===== src/rtl/corr_sequencer_pkg.sv =====
// Shared types and constants for the correlator sequencer.
// Holds the FSM state encoding, default sweep geometry and code-select values.
package corr_sequencer_pkg;

    localparam int CODE_LEN = 15;
    localparam int N_PHASES = 4;
    localparam int CHIP_W   = 4;
    localparam int PHASE_W  = 2;

    localparam logic CORR_REF  = 1'b0;
    localparam logic CORR_ORTH = 1'b1;

    typedef enum logic [2:0] {
        ST_IDLE   = 3'd0,
        ST_SHIFT  = 3'd1,
        ST_CLEAR  = 3'd2,
        ST_SWEEP  = 3'd3,
        ST_RESULT = 3'd4
    } corr_state_t;

endpackage


===== src/rtl/corr_sequencer_chip_counter.sv =====
// Chip address counter for one correlation sweep: load to 0, step while enabled,
// flag the last chip so the sequencer can leave the sweep.
module corr_chip_counter #(
    parameter int LEN = 15,
    parameter int W   = 4
) (
    input  logic         clk,
    input  logic         rst_n,
    input  logic         load,
    input  logic         en,
    output logic [W-1:0] count,
    output logic         tc
);

    localparam logic [W-1:0] LAST = W'(LEN - 1);

    assign tc = (count == LAST);

    // wraps to 0 after the last chip so the address idles at 0 between sweeps
    always_ff @(posedge clk or negedge rst_n) begin
        if (!rst_n) begin
            count <= '0;
        end else if (load) begin
            count <= '0;
        end else if (en) begin
            count <= tc ? '0 : count + 1'b1;
        end
    end

endmodule


===== src/rtl/corr_sequencer.sv =====
// Sequencer for a phase-banked Gold-code correlator: per sample it shifts one bank,
// then sweeps the reference and orthogonal codes and hands each result to a consumer.
module corr_sequencer #(
    parameter int CODE_LEN = corr_sequencer_pkg::CODE_LEN,
    parameter int N_PHASES = corr_sequencer_pkg::N_PHASES
) (
    input  logic       clk,
    input  logic       rst_n,
    input  logic       enable,
    input  logic       sample_stb,
    input  logic       ovr_clr,
    input  logic       res_ready,
    output logic       shift_en,
    output logic [1:0] phase,
    output logic [3:0] chip_idx,
    output logic       corr_sel,
    output logic       acc_clr,
    output logic       acc_en,
    output logic       res_valid,
    output logic       res_corr,
    output logic [1:0] res_phase,
    output logic       busy,
    output logic       overrun
);

    // state  | meaning
    // IDLE   | waiting for a sample (or a pending one) while enabled
    // SHIFT  | write the new sample into bank `phase`
    // CLEAR  | clear the shared accumulator, reset chip address
    // SWEEP  | accumulate CODE_LEN chips against the selected code
    // RESULT | present the result until the consumer takes it

    import corr_sequencer_pkg::*;

    localparam logic [PHASE_W-1:0] PH_LAST = PHASE_W'(N_PHASES - 1);

    corr_state_t        state_q, state_d;
    logic               pending;
    logic               cnt_load, cnt_en, cnt_tc;
    logic [CHIP_W-1:0]  cnt;
    logic               start, handshake;

    corr_chip_counter #(
        .LEN (CODE_LEN),
        .W   (CHIP_W)
    ) u_chip_cnt (
        .clk   (clk),
        .rst_n (rst_n),
        .load  (cnt_load),
        .en    (cnt_en),
        .count (cnt),
        .tc    (cnt_tc)
    );

    assign start = enable && (sample_stb || pending);

    always_comb begin
        state_d   = state_q;
        shift_en  = 1'b0;
        acc_clr   = 1'b0;
        acc_en    = 1'b0;
        res_valid = 1'b0;
        cnt_load  = 1'b0;
        cnt_en    = 1'b0;
        handshake = 1'b0;
        case (state_q)
            ST_IDLE: begin
                if (start) state_d = ST_SHIFT;
            end
            ST_SHIFT: begin
                shift_en = 1'b1;
                state_d  = ST_CLEAR;
            end
            ST_CLEAR: begin
                acc_clr  = 1'b1;
                cnt_load = 1'b1;
                state_d  = ST_SWEEP;
            end
            ST_SWEEP: begin
                acc_en = 1'b1;
                cnt_en = 1'b1;
                if (cnt_tc) state_d = ST_RESULT;
            end
            ST_RESULT: begin
                res_valid = 1'b1;
                if (res_ready) begin
                    handshake = 1'b1;
                    state_d   = (corr_sel == CORR_REF) ? ST_CLEAR : ST_IDLE;
                end
            end
            default: state_d = ST_IDLE;
        endcase
    end

    always_ff @(posedge clk or negedge rst_n) begin
        if (!rst_n) begin
            state_q <= ST_IDLE;
        end else begin
            state_q <= state_d;
        end
    end

    always_ff @(posedge clk or negedge rst_n) begin
        if (!rst_n) begin
            corr_sel <= CORR_REF;
            phase    <= '0;
        end else if (state_q == ST_SHIFT) begin
            corr_sel <= CORR_REF;
        end else if (handshake) begin
            if (corr_sel == CORR_REF) begin
                corr_sel <= CORR_ORTH;
            end else begin
                corr_sel <= CORR_REF;
                phase    <= (phase == PH_LAST) ? '0 : phase + 1'b1;
            end
        end
    end

    // a strobe landing on the start edge together with a pending sample keeps it pending
    always_ff @(posedge clk or negedge rst_n) begin
        if (!rst_n) begin
            pending <= 1'b0;
            overrun <= 1'b0;
        end else begin
            if (state_q == ST_IDLE) begin
                if (start) pending <= sample_stb && pending;
            end else if (sample_stb && enable) begin
                pending <= 1'b1;
            end

            if (state_q != ST_IDLE && sample_stb && enable && pending) begin
                overrun <= 1'b1;
            end else if (ovr_clr) begin
                overrun <= 1'b0;
            end
        end
    end

    assign busy      = (state_q != ST_IDLE);
    assign chip_idx  = (state_q == ST_SWEEP) ? cnt : '0;
    assign res_corr  = res_valid & corr_sel;
    assign res_phase = res_valid ? phase : '0;

endmodule


===== config.mk =====
export PLATFORM = sky130hd
export DESIGN_NAME = corr_sequencer
export DESIGN_NICKNAME = d
export VERILOG_FILES = /design/src/rtl/corr_sequencer_pkg.sv /design/src/rtl/corr_sequencer_chip_counter.sv /design/src/rtl/corr_sequencer.sv
export SDC_FILE = /design/constraint.sdc
export NUM_CORES = 1
export LEC_CHECK = 0
export CAP_MARGIN = 15
export CORE_MARGIN = 5
export CORE_UTILIZATION = 46
export CTS_BUF_LIST = sky130_fd_sc_hd__clkbuf_4 sky130_fd_sc_hd__clkbuf_8
export CTS_CLUSTER_DIAMETER = 200
export DETAILED_ROUTE_END_ITERATION = 12
export PLACE_DENSITY = 0.84
export SYNTH_ARGS = -nofsm -noshare
export SYNTH_HDL_FRONTEND = slang
export SYNTH_HIERARCHICAL = 1
export SYNTH_SLANG_ARGS = --single-unit

===== constraint.sdc =====
create_clock -name clk -period 1.7 [get_ports clk]
set_input_delay 0.425 -clock clk [delete_from_list [all_inputs] [get_ports clk]]
set_output_delay 0.425 -clock clk [all_outputs]
set_load 0.02 [all_outputs]

; Word level (Yosys, flattened, before mapping)
; Index checks and enable logic that the tools add are counted.
[totals]
ff_bits = 12
input_bits = 6
output_inout_bits = 16
elab_cells = 60
[op_classes]
add_sub_neg = 2
eq_ne = 9
muxes = 25
bitwise_logic = 2
n_reduce_logical = 16
[ops]
columns = operator, count
row1 = 2-to-1 mux 4 bit, 4
row2 = case mux 3 bit (5 select lines), 1
row3 = 2-to-1 mux 1 bit, 14
row4 = 2-to-1 mux 3 bit, 3
row5 = nonzero test 2 bit, 4
row6 = == test 3 x 2 -> 1 bit (second input constant), 2
row7 = logical AND 1 bit, 6
row8 = 2-to-1 mux 2 bit, 3
row9 = AND reduction 3 bit, 2
row10 = adder 4 x 1 -> 4 bit (second input constant), 1
row11 = == test 4 bit (second input constant), 1
row12 = != test 2 bit (second input constant), 2
row13 = == test 3 x 1 -> 1 bit (second input constant), 1
row14 = == test 3 bit (second input constant), 1
row15 = zero test 3 bit, 1
row16 = nonzero test 3 bit, 1
row17 = adder 2 x 1 -> 2 bit (second input constant), 1
row18 = == test 2 bit (second input constant), 1
row19 = != test 2 x 1 -> 1 bit (second input constant), 1
row20 = AND reduction 2 bit, 1
row21 = AND 1 bit, 1
row22 = logical OR 1 bit, 1
row23 = inverter 1 bit, 1

; Logic depth before layout (Yosys ltp)
[logic_depth]
word_depth = 5
ltp_mapped = 6
mapped_depth_nobuf = 6

; Hierarchy
; The synthesis kept the hierarchy.
[modules_own_cells]
columns = module, instances, cells_each, area_each_um2, seq_area_each_um2
row1 = corr_sequencer, 1, 47, 457.9, 200.2
row2 = corr_chip_counter, 1, 24, 231.5, 100.1

; Worst setup path before layout
; OpenSTA, ideal clock, no wires.
[synth_path]
path_kind = flip-flop to output port
from = reg state_q[2]
to = out chip_idx[0]
t_arrival_ns = 1.454
required_time_ns = 1.275
path_slack_ns = -0.179
stages_incl_launch_ff = 4
n_path_buf = 0
cell_sequence = dfrtp_1 nand2b_2 nor2_1 and2_1
[synth_between]
elab_chain_len = 2
[synth_rtl]
columns = element, line_no
row1 = "start, declared", corr_sequencer.sv:37  ; corr_state_t state_q, state_d;
row2 = "start signal, assigned", corr_sequencer.sv:99  ; state_q <= state_d;
row3 = == test 3 x 2 -> 1 bit, corr_sequencer.sv:140  ; assign chip_idx = (state_q == ST_SWEEP) ? cnt : '0;
row4 = 2-to-1 mux 4 bit, corr_sequencer.sv:140
row5 = "end, declared", corr_sequencer.sv:15  ; output logic [3:0] chip_idx,
; No other way between the ends.

; Final worst setup path
[layout_path]
from = reg state_q[1]
to = out chip_idx[2]
; Same word-level chain as after synthesis.

==> results.sh <==
export IMPL_sw_frac_of_total_pct=39.7
export IMPL_start_kind="register"
export IMPL_power_leakage_nw=0.595
export IMPL_fin_crit_ns=1.76
export IMPL_max_freq_mhz=568
export IMPL_reg2reg_depth=8
export IMPL_grt_pass1_vias=739
export IMPL_clk_pin_slew_ns=0.08
export IMPL_internal_power_mw=1.20
export IMPL_rows=14
export IMPL_final_antenna_net_count=0
export IMPL_path_common_cell="buf_6"
export IMPL_core_area_sq_um=1470
export IMPL_cts_sinks=12
export IMPL_fin_cells=131
export IMPL_dpl_cell_count=122
export IMPL_h_tree_depth=1
export IMPL_dp_hpwl_mm=1.33
export IMPL_peakVddDrop_uv=1120
export IMPL_setup_slack_ns=-0.0620
export IMPL_clk_latency_ns=0.28
export IMPL_overflow=0
export IMPL_pin_count=22
export IMPL_max_slew_margin_pct=62.0
export IMPL_p_seq_share_pct=21.4
export IMPL_yosys_warnings=6
export IMPL_drt_wl_total_mm=1.93
export IMPL_fin_crit_sh_pct=104
export IMPL_hold_path_class="in2async"
export IMPL_synth_top_cells_by_count="dfrtp_1 (12), a21oi_1 (6), inv_1 (6), nor2_1 (6), nand2_1 (5)"
export IMPL_nNetsFinal=125
export IMPL_synth_seq_cells=12
export IMPL_violations="negative setup slack"
export IMPL_antenna_found_initial=0
export IMPL_syn_area_per_cell_sq_um=9.71
export IMPL_die_w_um=48.7
export IMPL_grt_max_degree=13
export IMPL_syn_inst=71
export IMPL_criticalPathCategory="reg2out"
export IMPL_synth_edf_count=0
export IMPL_power_density_nw_per_um2=1700
export IMPL_status="complete, but fails checks"
export IMPL_grt_usage_pct=18.2
export IMPL_crit_buf_inv=2
export IMPL_io_buffers=21
export IMPL_synth_cell_area_sq_um=689
export IMPL_dr_total_vias=702
export IMPL_path_cells="buf_6, nand2b_4, nor2_4, and2_4, buf_6"
export IMPL_diodes=0
export IMPL_synth_most_common_cell="dfrtp_1"
export IMPL_die_y_um=48.7
export IMPL_cts_buffers=3
export IMPL_r2r_start="state_q[1]$_DFFE_PN0P_"
export IMPL_placed_area_sq_um=1030
export IMPL_rrSetupSlack_ns=0.06
export IMPL_cap_violations=0
export IMPL_avgRoutedWirePerCell_um=14.7
export IMPL_r2r_end="u_chip_cnt/count[3]$_DFFE_PN0P_"
export IMPL_gp_congestion=0.760
export IMPL_slowest_delay_ns=0.43
export IMPL_cts_root_buf="clkbuf_4"
export IMPL_p_comb_share_pct=66.9
export IMPL_tns_ns=-0.433
export IMPL_grt_pass1_wl_mm=3.33
export IMPL_slew_viol_final=0
export IMPL_cp_max_fo=7
export IMPL_switchingPower_mw=0.789
export IMPL_syn_nets=80
export IMPL_final_cell_area_sq_um=1170
export IMPL_required_ns=1.27
export IMPL_crit_family="flip-flops"
export IMPL_ys_types=26
export IMPL_cts_tree="done"
export IMPL_drt_first_iter_violations=4
export IMPL_hold_viol_final=0
export IMPL_finalSetupViolations=9
export IMPL_async_flop_share_pct=100
export IMPL_rsz0062_at_grt="true"
export IMPL_fin_skew_ns=0.00361
export IMPL_p_clk_share_pct=11.8
export IMPL_cp_slowest_cell="dfrtp_1"
export IMPL_yosys_area_top_type="dfrtp_1"
export IMPL_drc=0
export IMPL_ys_top_cells_by_area="dfrtp_1 (44%), ha_1 (5.4%), a21oi_1 (4.4%)"
export IMPL_crit_arrival_ns=1.34
export IMPL_tightest_slew_ns=0.569
export IMPL_ys_flop_type="dfrtp_1"
export IMPL_syn_to_final_growth_pct=69.9
export IMPL_ys_seq_area_share_pct=43.6
export IMPL_start_util_pct=46.9
export IMPL_critPathCaptureType="primary output"
export IMPL_vias_per_cell=5.36
export IMPL_drt_pass1_iterations=4
export IMPL_dieArea_sq_um=2370
export IMPL_clk_path_buf_depth=2
export IMPL_netlist_area_leader_share_pct=43.6
export IMPL_drive_gt1_share_pct=47.0
-- kinds of logic (layout without fill, tap and decap cells) --
family	Yosys count	after routing	synth area share, %
mux	4	4	6.17
simple gates	30	30	27.8
buf+inv	6	50	3.27
fa+ha+maj	3	3	5.45
compound gates	15	15	12.5
flops	12	12	43.6
xor+xnor	1	1	1.27
-- power groups by stage --
stage	registers (mW)	logic, mW	clock network (mW)
after floorplan	0.456	0.517	0
after global placement	0.419	1.02	0
after detailed placement	0.422	1.05	0
after CTS	0.423	1.25	0.242
after global routing	0.439	1.43	0.255
final	0.424	1.33	0.234
-- repair_timing --
item                                    in CTS  in global routing
pin swaps                                    7                  5
gates resized for setup                     89                  3
buffers inserted                             3                  2
gates cloned                                 0                  0
endpoints found under the setup margin      15                 12
hold buffers                                 0                  0
-- cell type report --
class / count / area [sq um]
Fill cell: 101 / 300
Tap cell: 16 / 20.0
Timing Repair Buffer: 40 / 367
Multi-Input combinational cell: 53 / 425
Clock buffer: 4 / 36.3
Inverter: 6 / 22.5
Sequential cell: 12 / 300
-- registers in the layout (all words and copies together), names as in the netlist --
signal	count
phase	2
overrun	1
u_chip_cnt/count	4
pending	1
corr_sel	1
state_q	3
-- how the worst max path moves through the flow --
stage	depth (start not counted)	to	slack [ns]	startpoint
6_report	5	chip_idx[2]	-0.06	state_q[1]$_DFFE_PN0P_
5_1_grt	5	chip_idx[2]	-0.13	state_q[1]$_DFFE_PN0P_
4_1_cts	5	chip_idx[0]	-0.07	state_q[1]$_DFFE_PN0P_
3_5_place_dp	4	acc_en	-0.22	state_q[2]$_DFFE_PN0P_
3_3_place_gp	3	shift_en	-0.21	state_q[1]$_DFFE_PN0P_
2_1_floorplan	3	chip_idx[0]	0.02	state_q[2]$_DFFE_PN0P_
-- per-stage QoR --
stage	util [%]	worst slack (ns)	hold WS (ns)	power, mW
CTS	77.7	-0.0749	0.520	1.91
detailed placement	69.8	-0.224	0.538	1.47
finish	79.6	-0.0620	0.502	1.99
global route	79.6	-0.130	0.553	2.12
floorplan	-	0.0213	0.129	0.973
global placement	69.8	-0.206	0.529	1.43
-- routing by layer --
metal | share of wire, % | global-route usage [%]
met1 | 40 | 20.0
met2 | 54 | 31.7
met3 | 4.0 | 2.45
met4 | 2.7 | 12.1
met5 | 0 | 0
-- cells in the final DEF, fill, tap and decap left out, types with 2 or more instances in the layout --
cell             instances
dlygate4sd2_1            3
nand2_1                  5
mux2i_1                  2
a21oi_1                  5
inv_1                    6
buf_4                   15
a21oi_2                  2
nor2_1                   4
ha_1                     3
buf_2                    2
clkdlybuf4s50_1          6
nor2_4                   2
buf_6                   14
mux2_1                   2
o21ai_0                  3
clkbuf_4                 3
and2_4                   7
dfrtp_1                 12
o22ai_1                  3
Power figures use the tool's default switching activity.
